## config.mk

```make
export PLATFORM = sky130hd
export DESIGN_NAME = fixdiv_iter_flat
export DESIGN_NICKNAME = d
export VERILOG_FILES = /design/src/rtl/fixdiv_pkg.sv /design/src/rtl/fixdiv_iter_if.sv /design/src/rtl/fixdiv_round_sat.sv /design/src/rtl/fixdiv_iter.sv /design/src/flat_wrapper.sv
export SDC_FILE = /design/constraint.sdc
export NUM_CORES = 1
export LEC_CHECK = 0
export BUFFER_PORTS_ARGS = -buffer_cell sky130_fd_sc_hd__buf_2
export CAP_MARGIN = 30
export CORE_MARGIN = 8
export CORE_UTILIZATION = 30
export CTS_BUF_LIST = sky130_fd_sc_hd__clkbuf_4
export CTS_CLUSTER_DIAMETER = 120
export DETAILED_ROUTE_END_ITERATION = 8
export SYNTH_ARGS = -nofsm -noshare
export SYNTH_HDL_FRONTEND = slang
export SYNTH_SLANG_ARGS = --single-unit
```

## constraint.sdc

```tcl
create_clock -name i_clk -period 4.5 [get_ports i_clk]
set_input_delay 0.45 -clock i_clk [delete_from_list [all_inputs] [get_ports i_clk]]
set_output_delay 0.45 -clock i_clk [all_outputs]
set_load 0.02 [all_outputs]
```

## src/rtl/fixdiv_pkg.sv

```systemverilog
// fixdiv_pkg: shared state encoding and latency helper for the iterative fixed-point divider.
package fixdiv_pkg;
  typedef enum logic [1:0] {IDLE, DIV, FIN, OUT} state_t;
  function automatic int latency(input int w, input int frac);
    return w + frac + 1;
  endfunction
endpackage

```

## src/rtl/fixdiv_iter_if.sv

```systemverilog
// fixdiv_iter_if: operand/result handshake bundle; i_/o_ names are seen from the divider side.
interface fixdiv_iter_if #(parameter int W = 32);
  logic         i_valid;
  logic         o_ready;
  logic [W-1:0] i_dividend;
  logic [W-1:0] i_divisor;
  logic         o_valid;
  logic         i_ready;
  logic [W-1:0] o_quotient;
  logic         o_ovf;
  logic         o_dbz;
  modport slave (input i_valid, i_dividend, i_divisor, i_ready,
                 output o_ready, o_valid, o_quotient, o_ovf, o_dbz);
  modport master (output i_valid, i_dividend, i_divisor, i_ready,
                  input o_ready, o_valid, o_quotient, o_ovf, o_dbz);
endinterface

```

## src/rtl/fixdiv_round_sat.sv

```systemverilog
// fixdiv_round_sat: optional round-half-away, sign application and saturation of the raw magnitude.
module fixdiv_round_sat #(
  parameter int W     = 32,
  parameter int FRAC  = 16,
  parameter int ROUND = 0
) (
  input  logic [W+FRAC-1:0] i_q,
  input  logic [W-1:0]      i_r,
  input  logic [W:0]        i_b,
  input  logic              i_sign,
  input  logic              i_dbz,
  output logic [W-1:0]      o_quotient,
  output logic              o_ovf
);
  localparam int N = W + FRAC;
  logic [N:0]   w_qr;
  logic [N:0]   w_lim;
  logic         w_sat;
  logic [W-1:0] w_signed;
  logic [W-1:0] w_rail;
  always_comb begin
    w_qr       = {1'b0, i_q} + (N+1)'((ROUND != 0) && ({i_r, 1'b0} >= i_b));
    // Negative results may reach one step further than positive ones.
    w_lim      = ((N+1)'(1) << (W-1)) - (N+1)'(!i_sign);
    w_sat      = w_qr > w_lim;
    w_signed   = i_sign ? -w_qr[W-1:0] : w_qr[W-1:0];
    w_rail     = i_sign ? {1'b1, {(W-1){1'b0}}} : {1'b0, {(W-1){1'b1}}};
    o_quotient = (i_dbz || w_sat) ? w_rail : w_signed;
    o_ovf      = w_sat && !i_dbz;
  end
endmodule

```

## src/rtl/fixdiv_iter.sv

```systemverilog
// fixdiv_iter: signed Q-format divider, one restoring shift-subtract step per cycle,
// fixed latency W+FRAC+1 from accept to o_valid.
module fixdiv_iter import fixdiv_pkg::*; #(
  parameter int W     = 32,
  parameter int FRAC  = 16,
  parameter int ROUND = 0
) (
  input logic           i_clk,
  input logic           i_rst_n,
  fixdiv_iter_if.slave  bus
);
  localparam int N  = W + FRAC;
  localparam int CW = $clog2(N);
  state_t        r_state, w_next;
  logic [CW-1:0] r_cnt;
  logic          r_sign, r_dbz;
  logic [W:0]    r_b;
  logic [W-1:0]  r_rem;
  logic [N-1:0]  r_q;
  logic          r_valid, r_ovf, r_odbz;
  logic [W-1:0]  r_quot;
  logic [W:0]    w_abs_a, w_abs_b, w_trial;
  logic          w_ge;
  logic [W-1:0]  w_rem_nxt, w_quot;
  logic          w_ovf;
  always_comb begin
    w_abs_a   = bus.i_dividend[W-1] ? -{1'b1, bus.i_dividend} : {1'b0, bus.i_dividend};
    w_abs_b   = bus.i_divisor[W-1] ? -{1'b1, bus.i_divisor} : {1'b0, bus.i_divisor};
    w_trial   = {r_rem, r_q[N-1]};
    w_ge      = w_trial >= r_b;
    w_rem_nxt = w_ge ? W'(w_trial - r_b) : w_trial[W-1:0];
    w_next    = r_state;
    w_next    = (r_state == IDLE && bus.i_valid) ? DIV :
                (r_state == DIV && r_cnt == CW'(N-1)) ? FIN :
                (r_state == FIN) ? OUT :
                (r_state == OUT && bus.i_ready) ? IDLE : r_state;
  end
  fixdiv_round_sat #(.W(W), .FRAC(FRAC), .ROUND(ROUND)) u_round_sat (
    .i_q(r_q), .i_r(r_rem), .i_b(r_b), .i_sign(r_sign), .i_dbz(r_dbz),
    .o_quotient(w_quot), .o_ovf(w_ovf)
  );
  always_ff @(posedge i_clk or negedge i_rst_n) begin
    if (!i_rst_n) begin
      r_state <= IDLE;
      r_cnt   <= '0;
      r_sign  <= 1'b0;
      r_dbz   <= 1'b0;
      r_b     <= '0;
      r_rem   <= '0;
      r_q     <= '0;
      r_valid <= 1'b0;
      r_ovf   <= 1'b0;
      r_odbz  <= 1'b0;
      r_quot  <= '0;
    end else begin
      r_state <= w_next;
      if (r_state == IDLE && bus.i_valid) begin
        r_sign <= bus.i_dividend[W-1] ^ bus.i_divisor[W-1];
        r_dbz  <= bus.i_divisor == '0;
        r_b    <= w_abs_b;
        r_q    <= N'(w_abs_a) << FRAC;
        r_rem  <= '0;
        r_cnt  <= '0;
      end
      if (r_state == DIV) begin
        r_q   <= {r_q[N-2:0], w_ge};
        r_rem <= w_rem_nxt;
        r_cnt <= r_cnt + 1'b1;
      end
      if (r_state == FIN) begin
        r_valid <= 1'b1;
        r_quot  <= w_quot;
        r_ovf   <= w_ovf;
        r_odbz  <= r_dbz;
      end
      if (r_state == OUT && bus.i_ready) r_valid <= 1'b0;
    end
  end
  assign bus.o_ready    = r_state == IDLE;
  assign bus.o_valid    = r_valid;
  assign bus.o_quotient = r_quot;
  assign bus.o_ovf      = r_ovf;
  assign bus.o_dbz      = r_odbz;
endmodule

```

## src/flat_wrapper.sv

```systemverilog
// flat-port wrapper written by rule: the top's interface ports become plain ports
module fixdiv_iter_flat import fixdiv_pkg::*;
#(
  parameter int W     = 32,
  parameter int FRAC  = 16,
  parameter int ROUND = 0
)
  (i_clk, i_rst_n, bus_i_valid, bus_i_dividend, bus_i_divisor, bus_i_ready, bus_o_ready, bus_o_valid, bus_o_quotient, bus_o_ovf, bus_o_dbz);
  fixdiv_iter_if #(.W(W)) bus_i ();
  input logic i_clk;
  input logic i_rst_n;
  input wire logic [$bits(bus_i.i_valid)-1:0] bus_i_valid;
  input wire logic [$bits(bus_i.i_dividend)-1:0] bus_i_dividend;
  input wire logic [$bits(bus_i.i_divisor)-1:0] bus_i_divisor;
  input wire logic [$bits(bus_i.i_ready)-1:0] bus_i_ready;
  output wire logic [$bits(bus_i.o_ready)-1:0] bus_o_ready;
  output wire logic [$bits(bus_i.o_valid)-1:0] bus_o_valid;
  output wire logic [$bits(bus_i.o_quotient)-1:0] bus_o_quotient;
  output wire logic [$bits(bus_i.o_ovf)-1:0] bus_o_ovf;
  output wire logic [$bits(bus_i.o_dbz)-1:0] bus_o_dbz;
  assign bus_i.i_valid = bus_i_valid;
  assign bus_i.i_dividend = bus_i_dividend;
  assign bus_i.i_divisor = bus_i_divisor;
  assign bus_i.i_ready = bus_i_ready;
  assign bus_o_ready = bus_i.o_ready;
  assign bus_o_valid = bus_i.o_valid;
  assign bus_o_quotient = bus_i.o_quotient;
  assign bus_o_ovf = bus_i.o_ovf;
  assign bus_o_dbz = bus_i.o_dbz;
  fixdiv_iter #(.W(W), .FRAC(FRAC), .ROUND(ROUND)) u_core (.i_clk(i_clk), .i_rst_n(i_rst_n), .bus(bus_i));
endmodule
```

# Yosys cells after proc, flatten, opt, wreduce, memory -nomap -nowiden
# Index checks and enable logic that the tools add are counted.
dict set report word_totals {
  n_memories 0
  wordCells 54
  mem_bits_ro 0
  register_bits 158
  latch_bits 0
  mem_bits_rw 0
  output_inout_bits 36
}
dict set report classes {
  bitwise 1
  n_shift 0
  n_mux 18
  n_lt_le_gt_ge 2
  addsub 6
  eq_ne 4
  mul 0
  n_div 0
  reduce_logical 12
}
# op count
set op_table {}
lappend op_table {{2-to-1 mux 32 bit} 7}
lappend op_table {{2-to-1 mux 48 bit} 2}
lappend op_table {{negation 32 bit} 2}
lappend op_table {{> comparator 48 x 49 -> 1 bit} 1}
lappend op_table {{greater-or-equal comparator 33 bit} 1}
lappend op_table {{2-to-1 mux 33 bit} 1}
lappend op_table {{negation 33 bit} 1}
lappend op_table {{subtractor 32 x 1 -> 33 bit, first input constant} 1}
lappend op_table {{logical NOT 32 bit} 1}
lappend op_table {{subtractor 32 bit} 1}
lappend op_table {{2-to-1 mux 6 bit} 2}
lappend op_table {{2-to-1 mux 2 bit} 4}
lappend op_table {{adder 6 x 1 -> 6 bit, second input constant} 1}
lappend op_table {{equality test 6 bit, second input constant} 1}
lappend op_table {{equality test 2 bit, second input constant} 2}
lappend op_table {{logical AND 1 bit} 4}
lappend op_table {{nonzero test 2 bit} 2}
lappend op_table {{nonzero test 4 bit} 1}
lappend op_table {{equality test 2 x 1 -> 1 bit, second input constant} 1}
lappend op_table {{logical NOT 1 bit} 2}
lappend op_table {{logical NOT 2 bit} 1}
lappend op_table {{2-to-1 mux 1 bit} 2}
lappend op_table {{logical OR 1 bit} 1}
lappend op_table {{XOR 1 bit} 1}

# Longest topological paths before layout
dict set report depth {
  word_depth 6
  mapped_depth 16
  ltp_nobuf 12
}

# Cells and area by module
# Synthesis repeated with hierarchy kept, for this count alone.
dict set report hier_totals {
  hier_cells 1272
  hier_area_um2 11194.5
}
# module seq_area_each_um2 instances area_per_inst_um2 cells_per_inst
set by_module_without_submodules {}
lappend by_module_without_submodules {fixdiv_iter 3953.8 1 9286.4 992}
lappend by_module_without_submodules {fixdiv_round_sat 0.0 1 1908.1 280}

# Worst setup path after synthesis
# OpenSTA, ideal clock, no wires.
dict set report synth_timing {
  path_kind {register to register}
  start {register u_core.r_sign}
  end {register u_core.r_quot[15], in the netlist u_core.bus.o_quotient[15]}
  stages_incl_launch_ff 15
  setup_slack_ns 0.743
  setup_ns 0.094
  period_less_slack_ns 3.757
  arrival_ns 3.663
  path_cell_list {dfrtp_1 clkbuf_1 inv_1 clkbuf_1 clkbuf_1 ha_1 a211oi_1 o21ai_0 o311ai_0 a21o_1 and2_1 clkbuf_1 clkbuf_1 a21oi_1 a211oi_1}
}
dict set report synth_between {
  elab_chain_cells 5
  word_cells_on_any_way 7
  classes_between {1 x add/sub; 1 x order compare; 3 x mux; 2 x reduce/logical}
}
# item line
set synth_rtl {}
lappend synth_rtl {{start: declaration} fixdiv_iter.sv:16} ;# logic r_sign, r_dbz;
lappend synth_rtl {{start signal: assignment} fixdiv_iter.sv:58} ;# r_sign <= bus.i_dividend[W-1] ^ bus.i_divisor[W-1];
lappend synth_rtl {{logical NOT 1 bit} fixdiv_round_sat.sv:24} ;# w_lim = ((N+1)'(1) << (W-1)) - (N+1)'(!i_sign);
lappend synth_rtl {{subtractor 32 x 1 -> 33 bit} fixdiv_round_sat.sv:24}
lappend synth_rtl {{> comparator 48 x 49 -> 1 bit} fixdiv_round_sat.sv:25} ;# w_sat = w_qr > w_lim;
lappend synth_rtl {{logical OR 1 bit} fixdiv_round_sat.sv:28} ;# o_quotient = (i_dbz || w_sat) ? w_rail : w_signed;
lappend synth_rtl {{2-to-1 mux 32 bit *} fixdiv_round_sat.sv:28}
lappend synth_rtl {{end signal: assignment} fixdiv_iter.sv:72} ;# r_quot <= w_quot;
lappend synth_rtl {{end: declaration} fixdiv_iter.sv:21} ;# logic [W-1:0] r_quot;
# Every way passes the cells marked *; elsewhere a longest branch is shown, timed or not.
# A chain may end at the register's enable or synchronous reset.

# Worst setup path in the final report
dict set report layout_timing {
  start {register u_core.r_sign}
  end {register u_core.r_quot[31], in the netlist u_core.bus.o_quotient[31]}
}
# The elaborated chain is that of the path after synthesis.

==> impl_metrics.json <==
{
  "status": "complete, no violations",
  "area.sequential_mm2": 0.00395,
  "detail_route.wl_per_cell_um": 16.0,
  "critPathSlowestCell": "sky130_fd_sc_hd__dfrtp_1",
  "die-area_mm2": 0.0439,
  "grt.total_usage": 0.138,
  "worst_path_buf_inv": 2,
  "routed-wl-met3_um": 1160,
  "worst_setup_hold_path_clk_slew_ns": 0.15,
  "netSwitchingFraction": 0.488,
  "synth.distinct_cells": 70,
  "powerDensity_mw_per_mm2": 783,
  "startpoint_type": "register",
  "rr_startpoint": "u_core.r_sign",
  "setup_total_negative_slack_ns": 0,
  "clock_insertion_delay_worst_skew_ns": 0.58,
  "critPathMaxFanout": 24,
  "h_tree_depth": 4,
  "gpl.final_weighted_congestion": 0.871,
  "syn-mean-instance-area_um2": 8.33,
  "critical_path_depth": 12,
  "summed_instance_area_of_the_synthesized_netlist_mm2": 0.0112,
  "wl_met2_um": 14300,
  "synth_seq_cells": 158,
  "worst_path_most_repeated_cell": "sky130_fd_sc_hd__a21o_1",
  "multi_input_area_mm2": 0.00678,
  "power.internal_mw": 5.02,
  "io_buffers": 103,
  "tritoncts_num_sinks": 158,
  "pwr-share-clk": 0.098,
  "dr.pass1.iters": 6,
  "route.final.wire_length_um": 30300,
  "route.detailed.drc": 0,
  "hold_violations": 0,
  "postSynthNetCount": 1488,
  "maxCapViolCount": 0,
  "finalCritPeriodShare": 0.858,
  "edff_count_synth": 0,
  "hold_wc_path_type": "input port to register",
  "seq_power_share": 0.285,
  "grt_max_degree": 96,
  "grt_pass1_wl_um": 51000,
  "power.share.combinational": 0.617,
  "reg2reg_to": "u_core.bus.o_quotient[31]",
  "synth_top_flop_cell": "sky130_fd_sc_hd__dfrtp_1",
  "grt_setup_unrepaired": "false",
  "fp.dieW_um": 210,
  "nets": 1541,
  "tritoncts": "built",
  "synthArstFlopShare": 1.00,
  "wirelength_met1_um": 14500,
  "cp_slowest_stage_delay_ns": 0.87,
  "worst_slew_margin_rel": 0.353,
  "power.switching_mw": 4.79,
  "vias_cell": 5.32,
  "ff2ff_path_depth": 12,
  "grt_pass1_vias": 10000,
  "cts_inserted_buffers": 17,
  "worst_slew_pin_slew_ns": 0.968,
  "ctsRootBufferMaster": "sky130_fd_sc_hd__clkbuf_4",
  "antenna_left": 0,
  "yosys_warnings": 0,
  "required_ns": 5.02,
  "layout.cells.non_filler": 1891,
  "setup-violations-final": 0,
  "vdd_ir_drop_max_mv": 0.305,
  "crit_end": "u_core.bus.o_quotient[31]",
  "max_buffers_root_to_sink": 2,
  "antenna_violations_before_repair": 2,
  "cp_top_family": "compound AO/OA/AOI/OAI gates",
  "reg2reg_setup_slack_ns": 0.64,
  "crit_type": "register to register",
  "dp_cells": 1856,
  "end_kind": "register",
  "clock_skew_ns": 0.0235,
  "rows": 71,
  "worstPathCellList": "buf_4, ha_1, a21o_1, a21o_1, a211oi_1, o211ai_1, a22oi_1, a21o_1, and2_1, buf_4, nand2_1, a21oi_1",
  "fillCellCount": 3974,
  "finalWorstPathRequiredPeriod_ns": 3.86,
  "crit_path_start": "u_core.r_sign",
  "p_leak_nw": 5.56,
  "final_layout_size_suffix_gt1_frac": 0.134,
  "vias": 10100,
  "dp_hpwl_um": 22100,
  "floorplan.core_area_mm2": 0.0373,
  "grt-ovfl-total": 0,
  "die_h_um": 210,
  "synth.yosys.seq_area_share": 0.352,
  "syn2layout_area_growth_pct": 11.4,
  "io-pin-count": 104,
  "post_synth_inst_count": 1350,
  "data_arrival_critical_path_ns": 4.38,
  "maxClockFrequency_mhz": 259,
  "post_cts.resized_instances": 0,
  "min_from": "bus_i_divisor[30]",
  "finalMaxSlewViolations": 0,
  "first_iter_violations": 589,
  "initial_core_utilization": 0.301,
  "maxUsedRoutingLayer": "met4"
}
## what timing repair did
action | CTS | global route
endpoints found under the hold margin | 72 | 0
setup buffers | 0 | 0
endpoints found under the setup margin | 0 | 0
hold buffers | 1 | 0
## cells in the mapped netlist, types with 5 or more instances
cell / number / share of area
sky130_fd_sc_hd__nor3_1: 29 / 0.013
sky130_fd_sc_hd__o41ai_1: 6 / 0.0047
sky130_fd_sc_hd__ha_1: 69 / 0.077
sky130_fd_sc_hd__or4_4: 5 / 0.0050
sky130_fd_sc_hd__or4_1: 18 / 0.012
sky130_fd_sc_hd__a211oi_1: 17 / 0.011
sky130_fd_sc_hd__o21ai_1: 11 / 0.0049
sky130_fd_sc_hd__nand2b_1: 9 / 0.0050
sky130_fd_sc_hd__a21oi_1: 76 / 0.034
sky130_fd_sc_hd__nor4_1: 14 / 0.0078
sky130_fd_sc_hd__o211ai_1: 10 / 0.0067
sky130_fd_sc_hd__nor2_1: 72 / 0.024
sky130_fd_sc_hd__nand4_1: 18 / 0.010
sky130_fd_sc_hd__nor2b_1: 9 / 0.0050
sky130_fd_sc_hd__a21o_1: 33 / 0.022
sky130_fd_sc_hd__mux2i_1: 21 / 0.019
sky130_fd_sc_hd__and2_1: 6 / 0.0033
sky130_fd_sc_hd__a22oi_1: 28 / 0.019
sky130_fd_sc_hd__nand2_1: 163 / 0.054
sky130_fd_sc_hd__and3_1: 12 / 0.0067
sky130_fd_sc_hd__xor2_1: 58 / 0.045
sky130_fd_sc_hd__buf_1: 12 / 0.0040
sky130_fd_sc_hd__or3_1: 15 / 0.0083
sky130_fd_sc_hd__mux2_2: 6 / 0.0060
sky130_fd_sc_hd__clkbuf_1: 72 / 0.024
sky130_fd_sc_hd__o21ai_0: 151 / 0.067
sky130_fd_sc_hd__inv_1: 52 / 0.017
sky130_fd_sc_hd__dfrtp_1: 158 / 0.35
sky130_fd_sc_hd__nand3_1: 69 / 0.031
sky130_fd_sc_hd__o31ai_1: 24 / 0.016
sky130_fd_sc_hd__a21boi_0: 5 / 0.0033
sky130_fd_sc_hd__a31oi_1: 8 / 0.0045
sky130_fd_sc_hd__xnor2_1: 25 / 0.019
## worst min-delay path by stage
stage	slack, ns	cells past startpoint	endpoint
detailed placement	0.46	2	u_core.bus.o_dbz
global route	0.13	3	u_core.r_q[36]
floorplan	0.15	0	u_core.bus.o_dbz
finish	0.17	3	u_core.r_dbz
global placement	0.45	2	u_core.bus.o_valid
CTS	0.12	3	u_core.r_dbz
## metal layers
| metal | up-vias | global-route usage |
|---|---|---|
| met4 | 0 | 0.0292 |
| met1 | 4819 | 0.183 |
| met2 | 205 | 0.233 |
| met5 | - | 0 |
| met3 | 23 | 0.0237 |
| li1 | 5013 | - |
## worst reg2reg max path, stage by stage (launching register included)
cell                       delay, ns
sky130_fd_sc_hd__dfrtp_1        0.87
sky130_fd_sc_hd__buf_4          0.40
sky130_fd_sc_hd__ha_1           0.31
sky130_fd_sc_hd__a21o_1         0.16
sky130_fd_sc_hd__a21o_1         0.17
sky130_fd_sc_hd__a211oi_1       0.23
sky130_fd_sc_hd__o211ai_1       0.11
sky130_fd_sc_hd__a22oi_1        0.20
sky130_fd_sc_hd__a21o_1         0.18
sky130_fd_sc_hd__and2_1         0.70
sky130_fd_sc_hd__buf_4          0.27
sky130_fd_sc_hd__nand2_1        0.06
sky130_fd_sc_hd__a21oi_1        0.15
## power by group through the flow
stage                     Clock [mW]  Combinational, mW  Sequential [mW]
after global routing            1.05               6.83             2.90
after floorplan                    0               4.51             2.75
final                          0.961               6.05             2.79
after detailed placement           0               6.05             2.82
after CTS                      0.998               6.06             2.79
after global placement             0               5.90             2.80
## cells by family after synthesis
family | count (synthesis) | share of synthesized area
muxes | 27 | 0.0247
adders and majority gates | 70 | 0.0786
and+or+nand+nor | 462 | 0.206
buffers and inverters | 140 | 0.0472
AOI/OAI and AO/OA | 410 | 0.228
DFF | 158 | 0.352
xor gates and xnor gates | 83 | 0.0647
## placed cells by master, fill, tap and decap left out, types with 33 or more instances in the layout
master and instances:
sky130_fd_sc_hd__buf_2 102, sky130_fd_sc_hd__nand2_1 162, sky130_fd_sc_hd__xor2_1 58, sky130_fd_sc_hd__o21ai_0 151, sky130_fd_sc_hd__inv_1 52, sky130_fd_sc_hd__ha_1 69, sky130_fd_sc_hd__a21o_1 33, sky130_fd_sc_hd__nor2_1 70
sky130_fd_sc_hd__a21oi_1 76, sky130_fd_sc_hd__nand3_1 69, sky130_fd_sc_hd__dfrtp_1 158
## state kept, by name, summed over array words and instances (netlist names)
name and cells:
u_core.r_state 2, u_core.r_dbz 1, u_core.bus.o_ovf 1, u_core.bus.o_quotient 32, u_core.r_sign 1, u_core.r_b 33, u_core.bus.o_valid 1, u_core.r_q 48
u_core.r_rem 32, u_core.bus.o_dbz 1, u_core.r_cnt 6
## cell type report
cell class,instances,share of cell area
inverter,52,0.0156
tap,474,0.0473
antenna,1,0.000200
clock inverter,15,0.0147
timing repair buffer,122,0.0548
sequential,158,0.316
clock buffer,17,0.0102
multi-input combinational,1052,0.542
## stage by stage
step / utilization / power, mW / hold WS, ns / setup slack, ns / area [um^2]
4_1_cts: 0.335 / 9.85 / 0.120 / 0.668 / 12500
6_report: 0.336 / 9.81 / 0.173 / 0.637 / 12500
3_5_place_dp: 0.326 / 8.87 / 0.460 / 0.710 / 12200
2_1_floorplan: - / 7.26 / 0.154 / 0.743 / 11200
3_3_place_gp: 0.326 / 8.70 / 0.455 / 0.752 / 12200
5_1_grt: 0.336 / 10.8 / 0.129 / 0.316 / 12500
Note: power is estimated with default switching activity, not from simulation.
